## src/rtl/adc_fifo_writer.sv

```systemverilog
// Write-side controller for the ADC acquisition FIFO: snapshots a sample set on a
// rising DRDY edge and pushes the words, highest index first, stalling on WRFULL.
module adc_fifo_writer #(
    parameter int DATA_WIDTH = 64,
    parameter int NUM_WORDS  = 4
) (
    input  logic                  CLK,
    input  logic                  nRST,
    input  logic                  DRDY,
    input  logic                  WRFULL,
    input  logic                  WREMPTY,
    input  logic [DATA_WIDTH-1:0] DATA [NUM_WORDS-1:0],
    output logic                  WRREQ,
    output logic [DATA_WIDTH-1:0] WRDATA
);

    localparam int IW = (NUM_WORDS > 1) ? $clog2(NUM_WORDS) : 1;

    localparam logic [0:0] IDLE  = 1'b0;
    localparam logic [0:0] WRITE = 1'b1;

    logic [0:0]            state;
    logic [IW-1:0]         index;
    logic [DATA_WIDTH-1:0] snap [NUM_WORDS-1:0];
    logic                  drdy_q;
    logic                  start;
    logic                  unused_wrempty;

    assign unused_wrempty = WREMPTY;
    assign start          = DRDY & ~drdy_q;
    assign WRREQ          = (state == WRITE) & ~WRFULL;

    always_ff @(posedge CLK) begin
        if (nRST) begin
            state  <= IDLE;
            index  <= '0;
            drdy_q <= 1'b0;
            WRDATA <= '0;
            for (int unsigned i = 0; i < NUM_WORDS; i++) begin
                snap[i] <= '0;
            end
        end else begin
            drdy_q <= DRDY;
            case (state)
                IDLE: begin
                    if (start) begin
                        for (int unsigned i = 0; i < NUM_WORDS; i++) begin
                            snap[i] <= DATA[i];
                        end
                        // WRDATA is loaded straight from DATA so the first word is valid
                        // in the first WRITE cycle without waiting on the snapshot.
                        WRDATA <= DATA[NUM_WORDS-1];
                        index  <= IW'(NUM_WORDS - 1);
                        state  <= WRITE;
                    end
                end
                WRITE: begin
                    if (WRREQ) begin
                        if (index == '0) begin
                            state <= IDLE;
                        end else begin
                            index  <= index - 1'b1;
                            WRDATA <= snap[index - 1'b1];
                        end
                    end
                end
                default: state <= IDLE;
            endcase
        end
    end

endmodule

```

## config.mk

```make
export PLATFORM = sky130hd
export DESIGN_NAME = adc_fifo_writer
export DESIGN_NICKNAME = d
export VERILOG_FILES = /design/src/rtl/adc_fifo_writer.sv
export SDC_FILE = /design/constraint.sdc
export NUM_CORES = 1
export LEC_CHECK = 0
export ABC_AREA = 1
export BUFFER_PORTS_ARGS = -buffer_cell sky130_fd_sc_hd__buf_2
export CAP_MARGIN = 20
export CORE_MARGIN = 2
export CORE_UTILIZATION = 54
export DETAILED_ROUTE_END_ITERATION = 12
export PLACE_DENSITY = 0.76
export SYNTH_ARGS = -nofsm -noshare
export SYNTH_HDL_FRONTEND = slang
export SYNTH_SLANG_ARGS = --single-unit
```

## constraint.sdc

```tcl
create_clock -name CLK -period 15.2 [get_ports CLK]
set_clock_uncertainty 0.05 [all_clocks]
set_input_delay 1.52 -clock CLK [delete_from_list [all_inputs] [get_ports CLK]]
set_output_delay 1.52 -clock CLK [all_outputs]
set_load 0.01 [all_outputs]
```

# Word level (Yosys, flattened, before mapping)
# Memory sizes are Yosys's and may differ from the RTL's.
# Index checks and enable logic that the tools add are counted.
# classes
addsub	1
n_eq_ne	3
n_mux	21
bitwise_logic	9
reduce_logical	2
# ops
operator	count
two-way mux 64 bit	7
one-hot mux 64 bit (2 select lines)	1
two-way mux 1 bit	8
two-way mux 2 bit	3
!= test 2 bit, second input constant	3
bitwise OR 1 bit	4
one-hot mux 2 bit (2 select lines)	1
inverter 1 bit	3
AND reduction 3 bit	1
AND 1 bit	2
zero test 2 bit	1
one-hot mux 1 bit (2 select lines)	1
subtractor 2 x 1 -> 2 bit, second input constant	1
# totals
register_bits	68
ram_bits	256
in_bits	261
out_inout_bits	65
elab_cells	41
memories	1
# mem_list
memory	depth	word_bits	rd	rd_clocked_by_memory_dff	wr	line_no	source
snap	4	64	1	0	4	24	logic [DATA_WIDTH-1:0] snap [NUM_WORDS-1:0];

# Logic depth before layout (Yosys ltp)
# depth
ltp_word	7
mapped_depth	11

# Least setup slack after synthesis
# No wires, ideal clock.
# synth_timing
path_type	input-to-reg
startpoint	input DRDY
endpoint	memory snap[0][0], enable pin
setup_ps	629
arrival_time_ps	7519
required_ps	14521
slack_ps	7002
cell_stages	6
path_buffers	2
path_cell_list	inv_1 > nor2_2 > nand2_2 > buf_6 > buf_4 > nand2_1
# synth_lines
element	line_no	source
from (decl)	9	input logic DRDY,
to (decl)	24	

==> flow_summary.json <==
{
  "synth.distinct_cells": 19,
  "ctsResizeCount": 0,
  "finalCoreUtilization_pct": 64.7,
  "finalCritPeriodShare_pct": 30.3,
  "clk_pin_slew_worst_paths_ps": 60,
  "syn_avg_cell_area_um2": 8.75,
  "grt_antenna_before_repair": 1,
  "nets": 2263,
  "final_common_cell": "buf_2",
  "clockBufferDepth": 3,
  "arrival_ps": 4680,
  "timing.setup.tns_ps": 0,
  "synth_seq_cells": 324,
  "end_kind": "flop",
  "cts_tree": "done",
  "start_util_pct": 54.9,
  "first_global_vias": 11500,
  "path_max_fanout": 79,
  "synth_cells": 1747,
  "drv_cap": 0,
  "synth.cell_area_mm2": 0.0153,
  "hold_slack_ps": 472,
  "worst_path_max_delay_cell": "buf_4",
  "clock_latency_ps": 500,
  "synth_top_area_cell": "edfxtp_1",
  "final_max_slew_viol_count": 0,
  "cts_hold_buf": 0,
  "area_delta_synth_final_pct": 18.0,
  "die_w_um": 172,
  "fin_total_pwr_uw": 2240,
  "drc": 0,
  "yosysTopAreaCellShare_pct": 50.3,
  "gp_congestion": 0.855,
  "cp_data_required_time_ps": 15270,
  "vias_per_cell": 5.16,
  "seq_area_frac_synth_pct": 59.2,
  "setup_viol": 0,
  "min_period_ps": 4610,
  "gr-total-overflow": 0,
  "dieArea_mm2": 0.0297,
  "drt_iter0_markers": 1182,
  "final-hold-violation-count": 0,
  "synth_area_leaders": "edfxtp_1 (50%), dfxtp_1 (8.9%), nand2_1 (7.9%)",
  "crit_buf_inv": 4,
  "yosysWarnings": 0,
  "hold_path.class": "reg -> reg",
  "io_buffers": 324,
  "grt_pass1_wl_um": 58600,
  "vias": 12400,
  "fp.dieH_um": 172,
  "rsz0062_at_grt": "no",
  "path_class": "in -> reg",
  "rows": 61,
  "cts_setup_buffers": 0,
  "io_pins": 326,
  "hpwl_um": 22500,
  "synth_nets": 2009,
  "cp_cell_sequence": "buf_2 -> inv_1 -> nor2_2 -> nand2_4 -> nand2_4 -> buf_4 -> buf_4",
  "ant_nets": 0,
  "fmax_mhz": 217,
  "cpPeakStageDelay_ps": 880,
  "core-area_mm2": 0.0279,
  "ir_worst_vdd_v": 0.0000784,
  "status": "completed",
  "drive_gt1_share_pct": 19.6,
  "grt_max_degree": 113,
  "finalWorstSetupSlack_ps": 10590,
  "track_usage_pct": 25.1,
  "slew_headroom_pct": 29.9,
  "tightest_slew_ps": 1050,
  "final_cell_mix": "buf_2 (324), nor2_1 (322), nand2_1 (321)",
  "power_density_mw_per_mm2": 124,
  "drt_wl_total_um": 38300,
  "cts_buffers": 35,
  "regToRegSetupSlack_ps": 11180,
  "critical-path-top-delay-family": "buffers and inverters",
  "p_leak_uw": 0.00875,
  "cts_sinks": 324,
  "cts-root-buf": "clkbuf_16",
  "dp_slack_ps": 10030,
  "firstDrtPassIters": 6,
  "h-tree-depth": 2,
  "critPathLaunchType": "input pin",
  "wl_per_cell_um": 15.9
}
-- synthesized netlist by cell type --
| cell type | n |
|---|---|
| nand2_1 | 322 |
| nor2_1 | 322 |
| clkbuf_1 | 15 |
| buf_4 | 16 |
| buf_6 | 4 |
| o21ai_0 | 3 |
| nor2_2 | 1 |
| buf_2 | 85 |
| edfxtp_1 | 256 |
| dfxtp_1 | 68 |
| ha_1 | 1 |
| a21oi_1 | 127 |
| inv_2 | 2 |
| inv_1 | 262 |
| nand3b_1 | 64 |
| a21oi_2 | 4 |
| nand3b_4 | 1 |
| nand2_2 | 1 |
| nand3_1 | 193 |
-- per-stage QoR --
step                      std cells  area, um2
after CTS                      2404      18000
after global placement         2341      16900
after floorplan                1747      15300
final                          2406      18000
after detailed placement       2341      16900
after global routing           2406      18000
-- power by group --
part           switching, uW  leakage (uW)  internal, uW
combinational            214       0.00489           116
clock                    332      0.000552           510
sequential              34.7       0.00331          1040
total                    580       0.00875          1660
-- registers in the layout, indices dropped and copies added, names as in the netlist --
signal  count
snap      256
WRDATA     64
index       2
drdy_q      1
state       1
-- worst paths after layout --
check / cells past startpoint / end / from
worst min-delay path: 2 / index[1] / index[1]
worst max-delay path: 7 / snap[3][2] / DRDY
worst min register to register: 2 / index[1] / index[1]
worst max register to register: 5 / snap[3][2] / state
-- worst register-to-register path, delay by kind of cell (launching register included) --
kind | cells | cell delay, ps
AND/OR/NAND/NOR | 2 | 1100
buffers and inverters | 3 | 1830
flip-flops | 1 | 560
-- layout make-up --
class,count,area (um2)
fillers,2325,9820
flip-flops and latches,324,9060
multi-input cells,1039,4630
repair buffers,337,1740
clock buffers,55,1050
inverters,264,993
well taps,378,473
clock inverters,8,83.8
diodes,1,2.50
-- routing by layer --
metal | global-route usage [%] | part of all wire [%] | vias to the layer above
li1 | - | - | 6065
met1 | 33.8 | 42 | 5750
met2 | 42.0 | 48 | 519
met3 | 3.23 | 7.1 | 79
met4 | 8.73 | 2.7 | 0
met5 | 0 | 0 | -
-- cell families after synthesis --
group | after synthesis | share of synthesized area (%)
and+or+nand+nor | 904 | 25.5
AOI/OAI and AO/OA | 134 | 4.49
buffers and inverters | 384 | 10.7
adders and majority gates | 1 | 0.0819
DFF | 324 | 59.2
Power figures use the tool's default switching activity.
